--- src/rtl/video_pkg.sv ---
// video_pkg: shared mode encodings, sequencer state and mode-advance helpers.
//   bg_mode_t   - background source select driven to the video mux
//   tgt_mode_t  - overlay select; TGT_TEST exists for the mux but is never reached by button
//   seq_state_t - config sequencer state
package video_pkg;
    typedef enum logic [1:0] {BG_CAMERA, BG_CHANNEL, BG_THRESH, BG_YMASK} bg_mode_t;
    typedef enum logic [1:0] {TGT_NONE, TGT_CROSSHAIR, TGT_SPRITE, TGT_TEST} tgt_mode_t;
    typedef enum logic {ST_IDLE, ST_PENDING} seq_state_t;

    // Button cycle for overlays skips TGT_TEST and wraps back to TGT_NONE.
    function automatic tgt_mode_t next_tgt(input tgt_mode_t t);
        return (t == TGT_NONE) ? TGT_CROSSHAIR : (t == TGT_CROSSHAIR) ? TGT_SPRITE : TGT_NONE;
    endfunction

    // Background advances modulo 4; steps may be 0, 1 or 2 in one cycle.
    function automatic bg_mode_t bg_advance(input bg_mode_t b, input logic [1:0] steps);
        return bg_mode_t'(b + steps);
    endfunction
endpackage

--- src/rtl/video_mode_sequencer_if.sv ---
// video_mode_sequencer_if: control inputs and video-mux config outputs of the sequencer.
//   btn_bg_in, btn_tgt_in - raw asynchronous buttons
//   auto_en_in            - level enable for automatic background cycling
//   frame_start_in        - one-cycle pulse at the first pixel of a frame
//   background_choice     - active background select
//   target_choice         - active overlay select
//   cfg_pending           - staged config differs from active config
//   cfg_update            - one-cycle pulse when the active config changes
interface video_mode_sequencer_if;
    logic       btn_bg_in;
    logic       btn_tgt_in;
    logic       auto_en_in;
    logic       frame_start_in;
    logic [1:0] background_choice;
    logic [1:0] target_choice;
    logic       cfg_pending;
    logic       cfg_update;

    modport master (
        output btn_bg_in, btn_tgt_in, auto_en_in, frame_start_in,
        input  background_choice, target_choice, cfg_pending, cfg_update
    );
    modport slave (
        input  btn_bg_in, btn_tgt_in, auto_en_in, frame_start_in,
        output background_choice, target_choice, cfg_pending, cfg_update
    );
endinterface

--- src/rtl/button_debouncer.sv ---
// button_debouncer: 2-flop synchronizer, level debounce and one-cycle press pulse.
//   clk_pixel - pixel clock
//   rst_n     - asynchronous active-low reset
//   btn_in    - raw asynchronous button level
//   press     - one-cycle pulse on each accepted 0->1 of the debounced level
module button_debouncer #(
    parameter int unsigned CYCLES = 1_000_000
) (
    input  logic clk_pixel,
    input  logic rst_n,
    input  logic btn_in,
    output logic press
);
    localparam int unsigned DW = (CYCLES > 1) ? $clog2(CYCLES) : 1;

    logic          s1, s2, deb, armed, accept;
    logic [1:0]    vld;
    logic [DW-1:0] cnt;

    // The counter only runs while the synced level disagrees with the debounced one,
    // so any bounce back to the debounced level restarts the stability window.
    assign accept = (s2 != deb) && (cnt == DW'(CYCLES - 1));

    always_ff @(posedge clk_pixel or negedge rst_n) begin
        if (!rst_n) begin
            s1    <= 1'b0;
            s2    <= 1'b0;
            vld   <= 2'b00;
            deb   <= 1'b0;
            armed <= 1'b0;
            cnt   <= '0;
            press <= 1'b0;
        end else begin
            s1    <= btn_in;
            s2    <= s1;
            vld   <= {vld[0], 1'b1};
            // A button held through reset must be seen released before it can press;
            // vld masks the reset value still sitting in the synchronizer.
            if (vld[1] && !s2)
                armed <= 1'b1;
            cnt   <= (s2 == deb || accept) ? '0 : cnt + 1'b1;
            if (accept)
                deb <= s2;
            press <= accept && s2 && armed;
        end
    end
endmodule

--- src/rtl/video_mode_sequencer.sv ---
// video_mode_sequencer: stages background/overlay selections from buttons and an
// auto-cycle timer, and commits them to the video mux only at frame boundaries.
//   clk_pixel - pixel clock; all logic in this domain
//   rst_n     - asynchronous active-low reset
//   vif       - control inputs and config outputs (slave side)
module video_mode_sequencer
    import video_pkg::*;
#(
    parameter int unsigned DEBOUNCE_CYCLES = 1_000_000,
    parameter int unsigned AUTO_FRAMES     = 120
) (
    input  logic                   clk_pixel,
    input  logic                   rst_n,
    video_mode_sequencer_if.slave  vif
);
    localparam int unsigned FW = (AUTO_FRAMES > 1) ? $clog2(AUTO_FRAMES) : 1;

    logic          press_bg, press_tgt, auto_adv, diff, copy;
    logic          pending_q, update_q;
    logic [FW-1:0] frame_cnt;
    bg_mode_t      staged_bg, active_bg;
    tgt_mode_t     staged_tgt, active_tgt;
    seq_state_t    state, next_state;

    button_debouncer #(.CYCLES(DEBOUNCE_CYCLES)) u_bg_btn (
        .clk_pixel (clk_pixel),
        .rst_n     (rst_n),
        .btn_in    (vif.btn_bg_in),
        .press     (press_bg)
    );

    button_debouncer #(.CYCLES(DEBOUNCE_CYCLES)) u_tgt_btn (
        .clk_pixel (clk_pixel),
        .rst_n     (rst_n),
        .btn_in    (vif.btn_tgt_in),
        .press     (press_tgt)
    );

    // The AUTO_FRAMES-th frame_start acts as a background press in that same cycle.
    assign auto_adv = vif.auto_en_in && vif.frame_start_in && (frame_cnt == FW'(AUTO_FRAMES - 1));
    assign diff     = (staged_bg != active_bg) || (staged_tgt != active_tgt);

    always_ff @(posedge clk_pixel or negedge rst_n) begin
        if (!rst_n)
            frame_cnt <= '0;
        else if (!vif.auto_en_in)
            frame_cnt <= '0;
        else if (vif.frame_start_in)
            frame_cnt <= auto_adv ? '0 : frame_cnt + 1'b1;
    end

    // Staged values advance on every press; a press coincident with the commit lands
    // after the copy because the copy samples the pre-edge staged value.
    always_ff @(posedge clk_pixel or negedge rst_n) begin
        if (!rst_n) begin
            staged_bg  <= BG_CAMERA;
            staged_tgt <= TGT_NONE;
        end else begin
            staged_bg  <= bg_advance(staged_bg, {1'b0, press_bg} + {1'b0, auto_adv});
            staged_tgt <= press_tgt ? next_tgt(staged_tgt) : staged_tgt;
        end
    end

    always_ff @(posedge clk_pixel or negedge rst_n) begin
        if (!rst_n)
            state <= ST_IDLE;
        else
            state <= next_state;
    end

    always_comb begin
        next_state = (diff && !(state == ST_PENDING && vif.frame_start_in)) ? ST_PENDING : ST_IDLE;
    end

    // Commit only when something actually differs, so a staged value walked back to
    // the active one never produces an update pulse.
    always_comb begin
        copy = (state == ST_PENDING) && vif.frame_start_in && diff;
    end

    always_ff @(posedge clk_pixel or negedge rst_n) begin
        if (!rst_n) begin
            active_bg  <= BG_CAMERA;
            active_tgt <= TGT_NONE;
            update_q   <= 1'b0;
            pending_q  <= 1'b0;
        end else begin
            active_bg  <= copy ? staged_bg : active_bg;
            active_tgt <= copy ? staged_tgt : active_tgt;
            update_q   <= copy;
            pending_q  <= (next_state == ST_PENDING);
        end
    end

    assign vif.background_choice = active_bg;
    assign vif.target_choice     = active_tgt;
    assign vif.cfg_pending       = pending_q;
    assign vif.cfg_update        = update_q;
endmodule

--- src/flat_wrapper.sv ---
// flat-port wrapper written by rule: the top's interface ports become plain ports
module video_mode_sequencer_flat import video_pkg::*;
#(
    parameter int unsigned DEBOUNCE_CYCLES = 1_000_000,
    parameter int unsigned AUTO_FRAMES     = 120
)
  (clk_pixel, rst_n, vif_btn_bg_in, vif_btn_tgt_in, vif_auto_en_in, vif_frame_start_in, vif_background_choice, vif_target_choice, vif_cfg_pending, vif_cfg_update);
  video_mode_sequencer_if vif_i ();
  input  logic clk_pixel;
  input  logic rst_n;
  input wire logic [$bits(vif_i.btn_bg_in)-1:0] vif_btn_bg_in;
  input wire logic [$bits(vif_i.btn_tgt_in)-1:0] vif_btn_tgt_in;
  input wire logic [$bits(vif_i.auto_en_in)-1:0] vif_auto_en_in;
  input wire logic [$bits(vif_i.frame_start_in)-1:0] vif_frame_start_in;
  output wire logic [$bits(vif_i.background_choice)-1:0] vif_background_choice;
  output wire logic [$bits(vif_i.target_choice)-1:0] vif_target_choice;
  output wire logic [$bits(vif_i.cfg_pending)-1:0] vif_cfg_pending;
  output wire logic [$bits(vif_i.cfg_update)-1:0] vif_cfg_update;
  assign vif_i.btn_bg_in = vif_btn_bg_in;
  assign vif_i.btn_tgt_in = vif_btn_tgt_in;
  assign vif_i.auto_en_in = vif_auto_en_in;
  assign vif_i.frame_start_in = vif_frame_start_in;
  assign vif_background_choice = vif_i.background_choice;
  assign vif_target_choice = vif_i.target_choice;
  assign vif_cfg_pending = vif_i.cfg_pending;
  assign vif_cfg_update = vif_i.cfg_update;
  video_mode_sequencer #(.DEBOUNCE_CYCLES(DEBOUNCE_CYCLES), .AUTO_FRAMES(AUTO_FRAMES)) u_core (.clk_pixel(clk_pixel), .rst_n(rst_n), .vif(vif_i));
endmodule
--- config.mk ---
export PLATFORM = sky130hd
export DESIGN_NAME = video_mode_sequencer_flat
export DESIGN_NICKNAME = d
export VERILOG_FILES = /design/src/rtl/video_pkg.sv /design/src/rtl/video_mode_sequencer_if.sv /design/src/rtl/button_debouncer.sv /design/src/rtl/video_mode_sequencer.sv /design/src/flat_wrapper.sv
export SDC_FILE = /design/constraint.sdc
export NUM_CORES = 1
export LEC_CHECK = 0
export BUFFER_PORTS_ARGS = -buffer_cell sky130_fd_sc_hd__buf_2
export CAP_MARGIN = 20
export CORE_MARGIN = 4
export CORE_UTILIZATION = 50
export DETAILED_ROUTE_END_ITERATION = 10
export HOLD_SLACK_MARGIN = 0.15
export PLACE_DENSITY = 0.69
export SYNTH_ARGS = -nofsm -noshare
export SYNTH_HDL_FRONTEND = slang
export SYNTH_SLANG_ARGS = --single-unit
--- constraint.sdc ---
create_clock -name clk_pixel -period 2.1 [get_ports clk_pixel]
set_input_delay 0 -clock clk_pixel [delete_from_list [all_inputs] [get_ports clk_pixel]]
set_output_delay 0 -clock clk_pixel [all_outputs]
set_load 0.005 [all_outputs]
### Word-level counts from Yosys, hierarchy flattened

Index checks and enable logic that the tools add are counted.

| word-level totals | value |
|---|---|
| register bits | 71 |
| bits of input ports | 6 |
| output and inout bits | 6 |
| logic and storage cells | 65 |

| operators by class | value |
|---|---|
| $add $sub $neg | 5 |
| equal/unequal tests | 11 |
| mux-type cells | 8 |
| reduce and logical (&&, ||, !) cells | 20 |

Operators with widths:

| operator | number |
|---|---|
| $add 20x1->20 const B | 2 |
| $eq 20x20->1 const B | 2 |
| $mux 20 | 2 |
| $mux 7 | 3 |
| $logic_and 1x1->1 | 13 |
| $add 7x1->7 const B | 1 |
| $eq 7x7->1 const B | 1 |
| $mux 2 | 2 |
| $ne 2x2->1 | 2 |
| $logic_not 1->1 | 3 |
| $logic_or 1x1->1 | 3 |
| $add 1x1->2 | 1 |
| $add 2x2->2 | 1 |
| $eq 1x1->1 | 2 |
| $eq 2x1->1 const B | 1 |
| $logic_not 2->1 | 1 |
| $ne 1x1->1 | 2 |
| $ne 2x1->1 const B | 1 |
| $mux 1 | 1 |

### Longest topological paths before layout

Gate-level depths: netlist (run 1).

| depth | value |
|---|---|
| word-level depth | 5 |
| mapped depth | 6 |
| gate-level depth less buffers | 6 |

### Hierarchy

From an unflattened synthesis (run 1), not the netlist that was laid out.

| second synthesis, totals | value |
|---|---|
| cells, all modules | 305 |
| area, all modules | 3260.6 sq um |

By module, submodules not included:

| module | times used | cells each | area an instance (sq um) | sequential area each (sq um) |
|---|---|---|---|---|
| button_debouncer | 2 | 116 | 1217.4 | 675.6 |
| video_mode_sequencer | 1 | 73 | 825.8 | 425.4 |

### Worst setup path before layout (run 1)

OpenSTA, ideal clock, no wires.

| timing | value |
|---|---|
| path kind | register -> register |
| start point | register u_core.u_tgt_btn.cnt[0] |
| end point | register u_core.u_tgt_btn.cnt[18] |
| library setup time | 0.073 ns |
| arrival | 1.912 ns |
| required time | 2.027 ns |
| setup slack | 0.115 ns |
| stages on the path, launching flop included | 7 |
| buffers on the path | 1 |
| period minus slack after synthesis | 1.985 ns |
| cell sequence | dfrtp_1 -> ha_1 -> nand2_1 -> or4_1 -> buf_2 -> or4_4 -> a21oi_2 |

| on the way | value |
|---|---|
| word-level cells in the longest chain between the ends | 4 |
| elaborated cells between the ends (all ways) | 5 |
| classes of those cells | 1 x add/sub; 1 x eq/ne; 1 x mux; 2 x reduce/logical |

Ends and longest elaborated chain:

| item | RTL line | text |
|---|---|---|
| start, declared | button_debouncer.sv:18 | `logic [DW-1:0] cnt;` |
| start signal, assigned | button_debouncer.sv:41 | `cnt <= (s2 == deb \|\| accept) ? '0 : cnt + 1'b1;` |
| branches (longest 3 deep; another with $add 20x1->20) | -- |  |
| $mux 20 (*) | button_debouncer.sv:41 |  |

Every way passes the cells marked *.
A chain may end at the register's enable or synchronous reset.

### Final worst setup path (run 1)

| timing | value |
|---|---|
| start point | register u_core.u_tgt_btn.cnt[15] |
| end point | register u_core.u_tgt_btn.cnt[9] |

| on the way | value |
|---|---|
| word-level cells in the longest chain between the ends | 4 |

Ends and longest elaborated chain:

| item | RTL line | text |
|---|---|---|
| $eq 20x20->1 | button_debouncer.sv:22 | `assign accept = (s2 != deb) && (cnt == DW'(CYCLES - 1));` |
| $logic_and 1x1->1 | button_debouncer.sv:22 |  |
| $logic_or 1x1->1 | button_debouncer.sv:41 |  |
| $mux 20 | button_debouncer.sv:41 |  |

Every way passes these cells.

==> results by group, run 1 <==
STA
  • F_max: 499 MHz
  • Unrepaired setup endpoints after global routing: false
  • Count of final setup violators: 0
  • Skew final: approximately 0.0063 ns
  • Max-slew violation count: 0
  • Crit path time final: 2.00 ns
  • Setup TNS: 0 ns
  • Hold Vio Cnt, Final: 0
  • Final hold slack: ~0.18 ns
  • Period utilization: 95.4%

Placed design
  • Final estimated routing congestion in global placement: 0.825
  • Dpl hpwl: 3750 um
  • Placed Cells incl. Taps: 399
  • Number of I/O port buffers: 11
  • Placed instance area: 0.00348 mm^2

Setup path
  • Crit. End Element: flop
  • Crit path DAT: 2.24 ns
  • Worst Reg-to-Reg Cells: 5
  • Setup Crit Path Kind: reg -> reg
  • Setup crit start kind: flop
  • Crit path max fanout: 15
  • Critical Path RT: 2.33 ns

Clocking
  • Total CTS buffers: 9
  • CTS max path bufs: 2
  • Clock slew at reported path FFs: 0.07 ns
  • CTS tree: yes
  • Max H-tree Level: 3
  • Clock latency on the worst-skew pair: 0.35 ns
  • Clock root cell: clkbuf_8
  • Clock sinks: 69

Logic synthesis
  • Post-synth ARST share: 100%
  • Synth top area share: 53.6%
  • Synthesized Nets: between 300 and 400
  • Count leader, synth: dfrtp_1
  • Area contributors post-synth: dfrtp_1, xor2_1, nor2_1
  • Yosys cell types: 45
  • Top_reg_cell synth: dfrtp_1
  • Mean Syn Cell Area: 10.6 um^2
  • Synth area leader: dfrtp_1
  • EDFF count, synth: 0
  • #FFs+latches synth: 69
  • Ys Warns: 0
  • Cells after Synth: 303
  • Most frequent cells after synthesis: dfrtp_1, nor2_1, nand3_1, xor2_1, nand2_1
  • Register area share after synthesis: 53.6%
  • Synthesized area: 0.00322 mm^2

Detailed routing
  • DRT met1 WL: 2750 um
  • WL per Instance: 13.0 um
  • Top Layer Used: met4
  • Initial DRT Pass Iterations: 4
  • DR DRC count: 0
  • DRT Wirelength: 5510 um
  • Met2 wire length: between 2000 and 2500 um
  • Antenna Violating Nets Remaining: 0
  • Initial DRC count: roughly 150
  • Routed wl met3: about 220 um
  • Via count: 2,336
  • Vias per cell: around 5.5

GRT
  • First-pass GRT wire length: 9840 um
  • Largest net degree at the start of global routing: 70
  • GRT overflow: 0
  • Initial antenna violation count: 0
  • Vias in the first global route: approximately 2,300
  • Total track usage: roughly 16%

Finish
  • Final std cells w/o fill: ~420
  • Fraction of layout cells with a size suffix above 1: 18.6%
  • Layout Nets: ~350
  • Final instance area: about 0.0037 mm^2
  • Area Growth Syn to Fin: 16.4%
  • Fin util: 61.5%
  • Diodes inserted: 0

Die
  • DIE WIDTH: 88.2 um
  • Die Span Y: 88.2 um
  • Core area: between 0.006 and 0.007 mm^2
  • Die area: 0.00779 mm^2
  • Initial core utilization: 52.8%
  • # rows: 28
  • IO Pins: 12

Power
  • LEAKAGE: 0.00165 uW
  • Max VDD drop: 447 uV
  • Pwr Density: 637 mW/mm^2

Job
  • Max_cap viols: 0

Worst hold path
  • Hold WC Path Type: in -> async

Status
  • Status: completed
-- sequential cells by signal, indices dropped and copies added, names as in the netlist, 2 cells and up --
signal / cells
u_core.u_bg_btn.vld: 2
u_core.vif.background_choice: 2
u_core.frame_cnt: 7
u_core.staged_bg: 2
u_core.vif.target_choice: 2
u_core.u_tgt_btn.cnt: 20
u_core.u_bg_btn.cnt: 20
u_core.staged_tgt: 2
-- worst max-delay path: stages, from the launching register on --
cell and delay [ns]:
dfrtp_1 0.40, or4b_1 0.51, or4_1 0.56, o21ai_2 0.18
buf_6 0.18, nor2_1 0.06
-- layer usage --
layer  vias to the layer above  GRT usage, %
li1                       1169             -
met1                      1122          21.3
met2                        35          25.8
met3                        10          4.19
met4                         0          7.69
met5                         -             0
-- final timing paths --
kind / start / endpoint / slack (ns)
setup reg to reg: u_core.u_tgt_btn.cnt[15]$_DFF_PN0_ / u_core.u_tgt_btn.cnt[9]$_DFF_PN0_ / 0.1
max in group asynchronous: rst_n / u_core.u_tgt_btn.cnt[5]$_DFF_PN0_ / 1.62
hold reg to reg: u_core.u_bg_btn.vld[0]$_DFF_PN0_ / u_core.u_bg_btn.vld[1]$_DFF_PN0_ / 0.35
setup / recovery: u_core.u_tgt_btn.cnt[15]$_DFF_PN0_ / u_core.u_tgt_btn.cnt[9]$_DFF_PN0_ / 0.1
min in group clk_pixel: vif_btn_tgt_in / u_core.u_tgt_btn.s1$_DFF_PN0_ / 0.29
hold / removal: rst_n / u_core.frame_cnt[4]$_DFFE_PN0P_ / 0.18
-- cell families after synthesis --
| family | synth area share, % |
|---|---|
| simple gates | 22.6 |
| flops | 53.6 |
| compound gates | 8.78 |
| xor+xnor | 8.16 |
| buf+inv | 2.22 |
| mux | 2.72 |
| fa+ha+maj | 1.79 |
| other cells | 0.116 |
-- cell usage in the layout, fill, tap and decap left out, drive strengths merged, types with 5 or more instances in the layout --
master,instances
buf,32
nand4,13
xnor2,10
dlygate4sd3,6
xor2,20
nand3,21
nand2,17
and2,5
inv,9
a21oi,16
o31ai,8
and3,5
o21ai,11
dfrtp,69
or3,8
clkbuf,9
or4,10
nor4,7
mux2,6
nor2,28
-- cell type report --
cell class | instances | area [um^2]
clock buffers | 9 | 124
well taps | 75 | 93.8
flip-flops and latches | 69 | 1730
multi-input cells | 217 | 1440
inverters | 9 | 33.8
clock inverters | 7 | 42.5
fillers | 510 | 2350
repair buffers | 38 | 289
-- metrics by stage --
| stage | total power [uW] | setup slack [ns] |
|---|---|---|
| 3_5_place_dp | 1480 | 0.0530 |
| 4_1_cts | 2410 | 0.0308 |
| 6_report | 2390 | 0.0968 |
| 2_1_floorplan | 1430 | 0.115 |
| 5_1_grt | 2480 | 0.0103 |
| 3_3_place_gp | 1480 | 0.110 |
-- where the power goes --
group / switching, uW / internal (uW)
Clock: 504 / 418
Sequential: 16.6 / 1350
Combinational: 61.5 / 41.0
Total: 582 / 1810
-- repair_timing --
action | in CTS | in global routing
endpoints found under the hold margin | 80 | 0
hold buffers | 6 | 0
gates resized for setup | 0 | 6
endpoints found under the setup margin | 0 | 17
setup buffers | 0 | 3
(Power assumes the default switching activity.)
==> run 2: changes to the inputs <==
Settings changed: SYNTH_HIERARCHICAL from default to 1.
==> run 2 against run 1 <==
Compared with the run above: maximum frequency decreased by 1.6%; largest power group unchanged; clock skew up 0.0011 ns; largest cell class unchanged; critical endpoint is now u_core/u_tgt_btn/deb$_DFFE_PN0P_; clock power is 52% higher.
==> results by group, run 2 <==
Logic synthesis
  • Synth top area share: 54.5%
  • Synthesized Nets: between 300 and 400
  • Cells after Synth: 305
  • EDFF count, synth: 0
  • Mean Syn Cell Area: between 10 and 15 um^2
  • Ys Warns: 6
  • Area contributors post-synth: dfrtp_1, xnor2_1, nor2_1
  • #FFs+latches synth: 71
  • Post-synth ARST share: between 90% and 100%
  • Most frequent cells after synthesis: dfrtp_1, nor2_1, xnor2_1, nand2_1
  • Register area share after synthesis: a little over half
  • Synth area leader: dfrtp_1
  • Top_reg_cell synth: dfrtp_1
  • Synthesized area: 0.00326 mm^2
  • Yosys cell types: 40
  • Count leader, synth: dfrtp_1

Setup path
  • Slowest CP cell: or4_4
  • Worst path cell trace: or4_1, or4_4, nor2_1, mux2_1
  • Crit. End Element: flop
  • Critical Path RT: 2.31 ns
  • Crit path DAT: 2.25 ns
  • Crit path max fanout: 3
  • Worst Reg-to-Reg Cells: 4
  • Setup Crit Path Kind: reg -> reg
  • Setup crit start kind: flop
  • Worst stage delay on the critical path: 0.52 ns

Finish
  • Top flop regs: u_core/u_bg_btn/cnt: 20 flops, u_core/u_tgt_btn/cnt: 20 flops, u_core/frame_cnt: 7 flops
  • Final std cells w/o fill: between 400 and 500
  • Layout Nets: 366
  • Commonest cells after routing, fill and taps aside: dfrtp_1, nor2_1, xnor2_1
  • Leading cell type in the layout, fill and taps excluded: dfrtp_1
  • Diodes inserted: 0
  • Fraction of layout cells with a size suffix above 1: approximately 18%
  • Area Growth Syn to Fin: 20.8%
  • Fin util: 62.0%

Clocking
  • Clock latency on the worst-skew pair: between 0.3 and 0.4 ns
  • Max H-tree Level: 3
  • CTS max path bufs: 2
  • Clock sinks: 71
  • Clock slew at reported path FFs: 0.07 ns
  • Total CTS buffers: 9
  • Clock root cell: clkbuf_8
  • CTS tree: yes

Placed design
  • Dpl hpwl: 4080 um
  • Number of I/O port buffers: 11
  • Pre-CTS setup slack: 0.0513 ns
  • Placed Cells incl. Taps: 415
  • Final estimated routing congestion in global placement: 0.817

STA
  • Final hold slack: 0.218 ns
  • Rel. slew slack: 62.8%
  • Period utilization: approximately 97%
  • Count of final setup violators: 0
  • PnR worst setup slack: 0.0652 ns
  • Max-slew violation count: 0
  • Hold Vio Cnt, Final: 0
  • Skew final: 0.00734 ns
  • Crit path time final: 2.03 ns
  • F_max: 491 MHz
  • Tightest Pin Transition: 0.558 ns

Die
  • # rows: 29
  • IO Pins: 12
  • Initial core utilization: 51.3%
  • Die Span Y: 88.8 um
  • Die area: 0.00788 mm^2
  • Core area: 0.00635 mm^2
  • DIE WIDTH: 88.8 um

Power
  • LEAKAGE: 0.00172 uW
  • Max VDD drop: 462 uV
  • Pwr Density: 767 mW/mm^2
  • Overall power: around 3000 uW

GRT
  • GRT overflow: 0
  • First-pass GRT wire length: roughly 11,000 um
  • Total track usage: 17.8%
  • Largest net degree at the start of global routing: 45
  • Initial antenna violation count: 0
  • Vias in the first global route: 2,338

Detailed routing
  • WL per Instance: 13.8 um
  • Via count: about 2,300
  • Antenna Violating Nets Remaining: 0
  • Initial DRT Pass Iterations: 4
  • DRT Wirelength: 6050 um
  • Initial DRC count: slightly above 90
  • DR DRC count: 0
  • Vias per cell: 5.33

Job
  • Max_cap viols: 0

Status
  • Status: completed

Worst hold path
  • Hold WC Path Type: in -> async
[run 2: changes by cell type in the layout (fill, tap and decap cells not counted), moves of 6 or more]
cell	delta
nor3_1	+8
buf_4	+6
xnor2_1	+19
nor4_1	+7
or3_1	-8
nor2_1	+18
a21oi_1	-12
xor2_1	-11
or4_1	-6
nand3_1	-7
[run 2: metrics by stage]
stage               TNS (ns)  instance area [um^2]
floorplan                  0                  3260
global placement           0                  3590
detailed placement         0                  3590
CTS                        0                  3920
global route         -0.0169                  3940
finish                     0                  3940
[run 2: logic make-up (layout without fill, tap and decap cells)]
| group | Yosys count | after routing | share of synthesized area [%] |
|---|---|---|---|
| other | 2 | 2 | 0.230 |
| DFF | 71 | 71 | 54.5 |
| AOI/OAI and AO/OA | 24 | 24 | 5.53 |
| and+or+nand+nor | 137 | 137 | 21.5 |
| muxes | 11 | 11 | 3.57 |
| buffers and inverters | 18 | 74 | 2.76 |
| xor gates and xnor gates | 38 | 38 | 10.2 |
| adders and majority gates | 4 | 4 | 1.77 |
[run 2: worst paths after layout]
| path | start | to | slack, ns |
|---|---|---|---|
| worst max register to register | u_core/u_tgt_btn/cnt[12]$_DFF_PN0_ | u_core/u_tgt_btn/deb$_DFFE_PN0P_ | 0.07 |
| max in group asynchronous | rst_n | u_core/u_bg_btn/cnt[1]$_DFF_PN0_ | 1.41 |
| worst min-delay path | rst_n | u_core/u_bg_btn/cnt[18]$_DFF_PN0_ | 0.22 |
| min in group clk_pixel | vif_btn_tgt_in | u_core/u_tgt_btn/s1$_DFF_PN0_ | 0.30 |
| worst min register to register | u_core/u_tgt_btn/s1$_DFF_PN0_ | u_core/u_tgt_btn/s2$_DFF_PN0_ | 0.35 |
| worst max-delay path | u_core/u_tgt_btn/cnt[12]$_DFF_PN0_ | u_core/u_tgt_btn/deb$_DFFE_PN0P_ | 0.07 |
[run 2: routing by layer]
layer	vias up	wire length (um)	track usage, %
li1	1156	-	-
met1	1148	2830	22.5
met2	25	2940	29.4
met3	4	221	5.40
met4	0	57	5.63
met5	-	0	0
[run 2: worst max-delay path, delay by kind of cell (launching register included)]
kind	cells	cell delay, ns
flops	1	0.38
mux	1	0.34
simple gates	3	1.20
[run 2: layout make-up]
type | instances | area [um^2]
tap | 77 | 96.3
inverter | 14 | 52.6
multi-input combinational | 216 | 1410
fill | 520 | 2410
clock inverter | 6 | 133
timing repair buffer | 44 | 343
sequential | 71 | 1780
clock buffer | 10 | 128
[run 2: where the power goes]
part / internal, uW / total, uW / switching, uW
registers: 1410 / 1440 / 32.5
clock network: 908 / 1400 / 497
logic: 78.9 / 174 / 95.4
[run 2: timing repair]
action                     4_1_cts  5_1_grt
gates resized for setup          0        3
hold endpoints to repair        83        0
hold buffers                     6        0
setup buffers                    0        1
setup endpoints to repair        0        2
